--- src/rtl/clock_time_set.sv ---
// -----------------------------------------------------------------------------
// clock_time_set
//
// Time-of-day counter and time-set controller for the HDL clock. Keeps a
// 24-hour BCD time that advances on the 1 Hz enable while running, and lets
// the user step through hour/minute/second set fields with the mode key and
// bump the selected field with the increment key.
//
// Parameters:
//   GAP       pulse-free clk cycles on mode_p needed before another mode_p
//             is accepted (lockout against the button stage auto-repeat)
//
// Ports:
//   clk       system clock
//   clr       asynchronous active-high reset
//   tick_1hz  one-cycle enable, once per second
//   mode_p    mode key pulse (repeats while held)
//   inc_p     increment key pulse (repeats while held)
//   hour_bcd  hours, BCD 00-23
//   min_bcd   minutes, BCD 00-59
//   sec_bcd   seconds, BCD 00-59
//   sel       one-hot field being set: [2]=hour [1]=min [0]=sec, 000 in RUN
//   day_p     one-cycle pulse on the 23:59:59 -> 00:00:00 rollover
//
// Handshake: there are no valid/ready pairs; every input is a single-cycle
// strobe sampled on the rising clk edge, and every output is registered so
// an event sampled at edge N is visible right after edge N.
//
// The controller state is fully visible on sel (one-hot set field, or 000
// for RUN), which doubles as the state debug view.
// -----------------------------------------------------------------------------
module clock_time_set #(
    parameter int GAP = 150000
) (
    input  logic       clk,
    input  logic       clr,
    input  logic       tick_1hz,
    input  logic       mode_p,
    input  logic       inc_p,
    output logic [7:0] hour_bcd,
    output logic [7:0] min_bcd,
    output logic [7:0] sec_bcd,
    output logic [2:0] sel,
    output logic       day_p
);

    localparam int              GW      = (GAP > 1) ? $clog2(GAP) : 1;
    localparam logic [GW-1:0]   GAP_MAX = GW'(GAP - 1);

    typedef enum logic [1:0] {
        RUN   = 2'd0,
        SET_H = 2'd1,
        SET_M = 2'd2,
        SET_S = 2'd3
    } state_t;

    state_t          state_q, state_d;
    logic            lock_q, lock_d;
    logic [GW-1:0]   gap_q, gap_d;
    logic [7:0]      hour_q, hour_d;
    logic [7:0]      min_q, min_d;
    logic [7:0]      sec_q, sec_d;
    logic [2:0]      sel_q, sel_d;
    logic            day_q, day_d;
    logic            accept;

    // Per-digit BCD increment that wraps to 00 once the value equals top.
    function automatic logic [7:0] bcd_inc(input logic [7:0] v, input logic [7:0] top);
        if (v == top)
            return 8'h00;
        else if (v[3:0] == 4'd9)
            return {v[7:4] + 4'd1, 4'd0};
        else
            return {v[7:4], v[3:0] + 4'd1};
    endfunction

    always_comb begin
        state_d = state_q;
        lock_d  = lock_q;
        gap_d   = gap_q;
        hour_d  = hour_q;
        min_d   = min_q;
        sec_d   = sec_q;
        day_d   = 1'b0;
        sel_d   = 3'b000;

        accept = mode_p && !lock_q;

        // Mode lockout: any mode pulse restarts the quiet-period count. The
        // lock drops on the GAP-th consecutive quiet cycle, i.e. the quiet
        // cycle that finds the counter already saturated at GAP-1.
        if (mode_p) begin
            gap_d = '0;
            if (!lock_q)
                lock_d = 1'b1;
        end else if (gap_q != GAP_MAX) begin
            gap_d = gap_q + 1'b1;
        end else begin
            lock_d = 1'b0;
        end

        if (accept) begin
            unique case (state_q)
                RUN:     state_d = SET_H;
                SET_H:   state_d = SET_M;
                SET_M:   state_d = SET_S;
                default: state_d = RUN;
            endcase
        end

        // Time updates are decided by the state before the edge, so a tick
        // on RUN->SET_H still counts and a tick on SET_S->RUN is dropped.
        unique case (state_q)
            RUN: begin
                if (tick_1hz) begin
                    sec_d = bcd_inc(sec_q, 8'h59);
                    if (sec_q == 8'h59) begin
                        min_d = bcd_inc(min_q, 8'h59);
                        if (min_q == 8'h59) begin
                            hour_d = bcd_inc(hour_q, 8'h23);
                            if (hour_q == 8'h23)
                                day_d = 1'b1;
                        end
                    end
                end
            end
            SET_H: if (inc_p && !accept) hour_d = bcd_inc(hour_q, 8'h23);
            SET_M: if (inc_p && !accept) min_d  = bcd_inc(min_q, 8'h59);
            default: if (inc_p && !accept) sec_d = bcd_inc(sec_q, 8'h59);
        endcase

        unique case (state_d)
            SET_H:   sel_d = 3'b100;
            SET_M:   sel_d = 3'b010;
            SET_S:   sel_d = 3'b001;
            default: sel_d = 3'b000;
        endcase
    end

    always_ff @(posedge clk or posedge clr) begin
        if (clr) begin
            state_q <= RUN;
            lock_q  <= 1'b0;
            gap_q   <= '0;
            hour_q  <= 8'h00;
            min_q   <= 8'h00;
            sec_q   <= 8'h00;
            sel_q   <= 3'b000;
            day_q   <= 1'b0;
        end else begin
            state_q <= state_d;
            lock_q  <= lock_d;
            gap_q   <= gap_d;
            hour_q  <= hour_d;
            min_q   <= min_d;
            sec_q   <= sec_d;
            sel_q   <= sel_d;
            day_q   <= day_d;
        end
    end

    assign hour_bcd = hour_q;
    assign min_bcd  = min_q;
    assign sec_bcd  = sec_q;
    assign sel      = sel_q;
    assign day_p    = day_q;

endmodule

--- config.mk ---
export PLATFORM = sky130hd
export DESIGN_NAME = clock_time_set
export DESIGN_NICKNAME = d
export VERILOG_FILES = /design/src/rtl/clock_time_set.sv
export SDC_FILE = /design/constraint.sdc
export NUM_CORES = 1
export LEC_CHECK = 0
export ABC_AREA = 1
export BUFFER_PORTS_ARGS = -buffer_cell sky130_fd_sc_hd__buf_2
export CAP_MARGIN = 20
export CORE_ASPECT_RATIO = 1.4
export CORE_MARGIN = 3
export CORE_UTILIZATION = 50
export CTS_CLUSTER_DIAMETER = 60
export DETAILED_ROUTE_END_ITERATION = 6
export GPL_TIMING_DRIVEN = 0
export PLACE_DENSITY = 0.73
export SYNTH_ARGS = -nofsm -noshare
export SYNTH_HDL_FRONTEND = slang
export SYNTH_SLANG_ARGS = --single-unit
--- constraint.sdc ---
create_clock -name clk -period 1.46 [get_ports clk]
set_clock_uncertainty 0.2 [all_clocks]
set_input_delay 0.219 -clock clk [delete_from_list [all_inputs] [get_ports clk]]
set_output_delay 0.219 -clock clk [all_outputs]
set_load 0.005 [all_outputs]
### Word-level counts from Yosys, hierarchy flattened

Index checks and enable logic that the tools add are counted.

| storage, ports and cells | value |
|---|---|
| register bits | 49 |
| input port bits | 5 |
| output and inout port bits | 28 |
| word-level logic and storage cells | 77 |

| operators by class | value |
|---|---|
| add/subtract/negate cells | 7 |
| equality and inequality tests | 18 |
| multiplexer cells | 30 |
| bitwise operators | 1 |
| reduce and logical (&&, ||, !) cells | 13 |

Operators with widths:

| cell | count |
|---|---|
| $mux W8 | 15 |
| $pmux W8 S2 | 3 |
| $mux W18 | 2 |
| $add A4 B1 Y4 const B | 6 |
| $add A18 B1 Y18 const B | 1 |
| $ne A18 B18 Y1 const B | 1 |
| $eq A8 B7 Y1 const B | 2 |
| $eq A4 B4 Y1 const B | 3 |
| $ne A2 B2 Y1 const B | 6 |
| $pmux W3 S3 | 1 |
| $eq A8 B6 Y1 const B | 1 |
| $reduce_bool A2 Y1 | 4 |
| $mux W1 | 7 |
| $eq A2 B2 Y1 const B | 3 |
| $pmux W2 S3 | 1 |
| $reduce_and A5 Y1 | 1 |
| $eq A2 B1 Y1 const B | 2 |
| $reduce_and A4 Y1 | 1 |
| $reduce_and A3 Y1 | 1 |
| $logic_and A1 B1 Y1 | 2 |
| $logic_not A1 Y1 | 2 |
| $logic_not A2 Y1 | 1 |
| $mux W2 | 1 |
| $reduce_or A2 Y1 | 1 |
| $not A1 Y1 | 1 |

### Longest topological paths before layout

| depth | value |
|---|---|
| word-level depth | 7 |
| mapped depth | 10 |
| depth with buffers taken out | 10 |

### Worst setup path after synthesis

No wires, ideal clock.

| path | value |
|---|---|
| path type | register to register |
| from | reg sec_q[1] (netlist: sec_bcd[1]) |
| to | reg hour_q[2] (netlist: hour_bcd[2]) |
| setup time | 0.118 ns |
| arrival time | 1.304 ns |
| setup slack | -0.162 ns |
| cell stages (with the launch flop) | 11 |
| buffers on the path | 1 |
| cells stage by stage | dfrtp_1 inv_1 ha_1 nand2_1 nor2_4 nand3_2 nand2_2 buf_8 nand2_4 nand2_1 nand2_1 |

| between the ends | value |
|---|---|
| cells in the longest elaborated chain, start to end | 3 |

RTL lines:

| item | line | source |
|---|---|---|
| start, declared | 62 | `logic [7:0] sec_q, sec_d;` |
| start signal, assigned | 147 | `sec_q <= 8'h00;` |
| start signal, assigned | 156 | `sec_q <= sec_d;` |
| $eq A8 B7 Y1 | 117 | `if (sec_q == 8'h59) begin` |
| $ne A2 B2 Y1 (no line) | -- |  |
| $reduce_and A5 Y1 (no line) | -- |  |
| end signal, assigned | 154 | `hour_q <= hour_d;` |
| end, declared | 60 | `logic [7:0] hour_q, hour_d;` |

Every way passes these cells.
A chain may end at the register's enable or synchronous reset.

### Final worst setup path

| path | value |
|---|---|
| from | reg sec_q[1] (netlist: sec_bcd[1]) |
| to | reg hour_q[5] (netlist: hour_bcd[5]) |

The elaborated chain is that of the path after synthesis.

==> results.md <==
- CTS built an H-tree with a depth of 2.
- Entering global routing, the biggest net connects 50 pins.
- The most common cell after layout, fill and taps aside is sky130_fd_sc_hd__nand2_1.
- Before antenna repair, the detailed router went through 5 iterations.
- Once routing completed, OpenROAD measured the worst setup slack at -0.250 ns.
- Counting every net in the synthesized netlist gives 395.
- The mapped netlist covers 2910 sq um.
- The arrival time at the worst endpoint is 1.70 ns.
- After detailed placement, the total cell area comes to 3200 sq um.
- Dividing the final minimum period by the clock period gives 1.17.
- The number of nets with antenna violations after routing is 0.
- For this run, the register share of the synthesized area comes to 0.422.
- The area of the placeable core is 5570 sq um.
- In this run the count of I/O pins placed on the die edge is 33.
- The largest fanout on the critical path is 4.
- The detailed-route wire length per cell is 14.9 um.
- Across the VDD grid, the largest voltage drop is 0.951 mV.
- The total wirelength of the detailed-routed design is 7830 um.
- For this design the static power due to leakage is 2.00 nW.
- The number of antenna diodes in the final layout is 0.
- The area growth from synthesis to layout is 39.5%.
- The via count of the first global-routing pass is 2,617.
- The number of nets in the layout is 476.
- Across the run, the number of max-cap violations was 0.
- Summed over all failing endpoints, the final setup total negative slack is -5.83 ns.
- The post-synthesis cell type count is 29.
- The violation count after the first detailed-routing iteration is 175.
- The row count is 32.
- The sum of net half-perimeters after detailed placement is 4410 um.
- For this run, the top clock speed supported by timing is 585 MHz.
- The number of antenna violations at the first check in global routing was 0.
- The detailed-route DRC error count is 0.
- Routability-driven placement finished with a final weighted congestion of 0.863.
- The Yosys step of the flow raised 0 warnings.
- The hold violation total from the final report was 0.
- The sum of internal, switching and leakage power is 3.20 mW.
- For this run, the total global-route usage over all layers was measured as 0.206.
- The worst setup path is captured at a flop.
- Setup repair after global routing could not meet its margin everywhere.
- Dividing the detail-routed via count by the number of cells gives 5.36.
- The setup violation total in the final timing report is 40.
- In the layout the commonest cells are sky130_fd_sc_hd__nand2_1, sky130_fd_sc_hd__dfrtp_1, sky130_fd_sc_hd__inv_1, sky130_fd_sc_hd__buf_2, sky130_fd_sc_hd__buf_4.
- The final critical-path required period is 1.71 ns.
- The number of vias after detailed routing is 2,809.
- Synthesis inferred 49 register bits.
- The area enclosed by the die boundary is 6780 sq um.
- The die height is 96.2 um.
- Buffers placed on the I/O ports in this run total 31.
- The clock tree from TritonCTS is yes.
- After clock tree synthesis, the clock-pin slew on the worst setup and hold paths is 0.09 ns.
- The type of the most critical hold path is in2reg.
- The longest clock path from root to sink contains 2 buffers.
- The number of buffers created by CTS is 5.
- The critical path is of the reg2reg type.
- The final instance area is 4060 sq um.
- The die is 70.5 um wide.
- The run finished, with violations left.
- The worst endpoint required time is 1.45 ns.
- OpenSTA, run right after detailed placement, puts the worst setup slack at -0.320 ns.
- CTS saw 49 sinks.
- For the worst-skew pair, the clock arrives at the later sink with an insertion delay of 0.30 ns.
- The max-slew violation count is 0.
- The category of the worst setup path launch point is a flop.
- The buffer cell driving the clock tree root is sky130_fd_sc_hd__clkbuf_8.
- The count of mapped cells out of synthesis is 374.
- The final reports fail on setup timing.
- The worst pin sits at a relative slew slack of 0.785.
- The number of fillers in the final layout is 387.
- For this design the ratio of total power to cell area is 788 nW/um^2.
- Of the cells placed in the final design, the portion with a size suffix greater than 1 is 0.417.
- For this configuration, the core starts out at a cell density of 0.522.
- The wire length of the first global-routing pass is 11,200 um.
- The transition at the pin with the smallest max-transition slack is 0.322 ns.
- The total grt overflow is 0.
- Each instance of the synthesized netlist takes up on average 7.77 sq um.
==> cells in the mapped netlist (all sizes together) <==
master  count  share of area
nand4      15          0.032
nand2      97           0.13
o21ai      20          0.034
buf         3          0.011
nor3       10          0.017
a21oi       8          0.015
inv        55          0.071
o31ai       3         0.0077
a31oi       1         0.0022
ha         16          0.069
or2         4         0.0086
nor2       46          0.073
clkinv      1         0.0017
xor2       10          0.030
xnor2       2         0.0060
nand3      34          0.066
dfrtp      49           0.42
==> layer usage <==
layer  part of all wire  GRT usage  up-vias  routed length, um
li1                   -          -     1352                  -
met1               0.38      0.218     1352               2960
met3              0.035     0.0366       29                273
met4              0.037     0.0687        0                293
met5                  0          0        -                  0
met2               0.55      0.406       76               4300
==> power by group <==
part | internal [mW] | switching [mW]
Sequential | 1.42 | 0.0948
Combinational | 0.270 | 0.273
Clock | 0.681 | 0.453
==> through the flow <==
stage	utilization	std cells	hold WS [ns]
4_1_cts	0.650	507	-0.0203
2_1_floorplan	-	374	0.0550
6_report	0.729	524	0.0168
3_3_place_gp	0.575	473	0.235
3_5_place_dp	0.575	473	0.240
5_1_grt	0.729	524	0.0333
==> path summary, 6_finish.rpt <==
check                       startpoint     endpoint  slack [ns]  depth (start not counted)
max                         sec_bcd[1]  hour_bcd[5]       -0.25                          9
max reg2reg                 sec_bcd[1]  hour_bcd[5]       -0.25                          9
min in group asynchronous          clr     gap_q[3]        0.20                          3
min                           tick_1hz        day_p        0.02                          3
min reg2reg                hour_bcd[1]  hour_bcd[1]        0.33                          2
max in group asynchronous          clr   sec_bcd[4]        0.39                          4
==> timing repair <==
action                     CTS  global route
gates cloned                 1             0
gates resized for setup     28            90
pin swaps                   17            34
hold buffers                 2             1
setup endpoints to repair   44            47
buffers inserted            23            15
hold endpoints to repair    54            49
==> logic make-up after synthesis <==
family | after synthesis | share of synthesized area
simple gates | 206 | 0.330
buf+inv | 59 | 0.0835
flops | 49 | 0.422
xor+xnor | 12 | 0.0361
compound gates | 32 | 0.0594
fa+ha+maj | 16 | 0.0688
==> worst max-delay path, stage by stage, from the launching register on <==
cell                      delay (ns)
sky130_fd_sc_hd__dfrtp_1        0.39
sky130_fd_sc_hd__inv_1          0.06
sky130_fd_sc_hd__ha_1           0.15
sky130_fd_sc_hd__nand2_2        0.07
sky130_fd_sc_hd__nor2_4         0.15
sky130_fd_sc_hd__nand3_2        0.11
sky130_fd_sc_hd__nand2_4        0.12
sky130_fd_sc_hd__nand4_1        0.18
sky130_fd_sc_hd__nand2_1        0.11
sky130_fd_sc_hd__nand2_1        0.05
==> state kept, by name, indices dropped and copies added (netlist names) <==
name,count
sel,3
day_p,1
hour_bcd,8
gap_q,18
state_q,2
sec_bcd,8
min_bcd,8
lock_q,1
==> cell type report <==
cell class / count / area, sq um / area share
plain buffers: 3 / 31.3 / 0.00771
clock buffers: 5 / 68.8 / 0.0170
clock inverters: 3 / 65.1 / 0.0160
inverters: 56 / 228 / 0.0562
multi-input cells: 267 / 1820 / 0.449
flip-flops and latches: 49 / 1240 / 0.305
well taps: 68 / 85.1 / 0.0210
repair buffers: 73 / 520 / 0.128
Note: power is estimated with default switching activity, not from simulation.
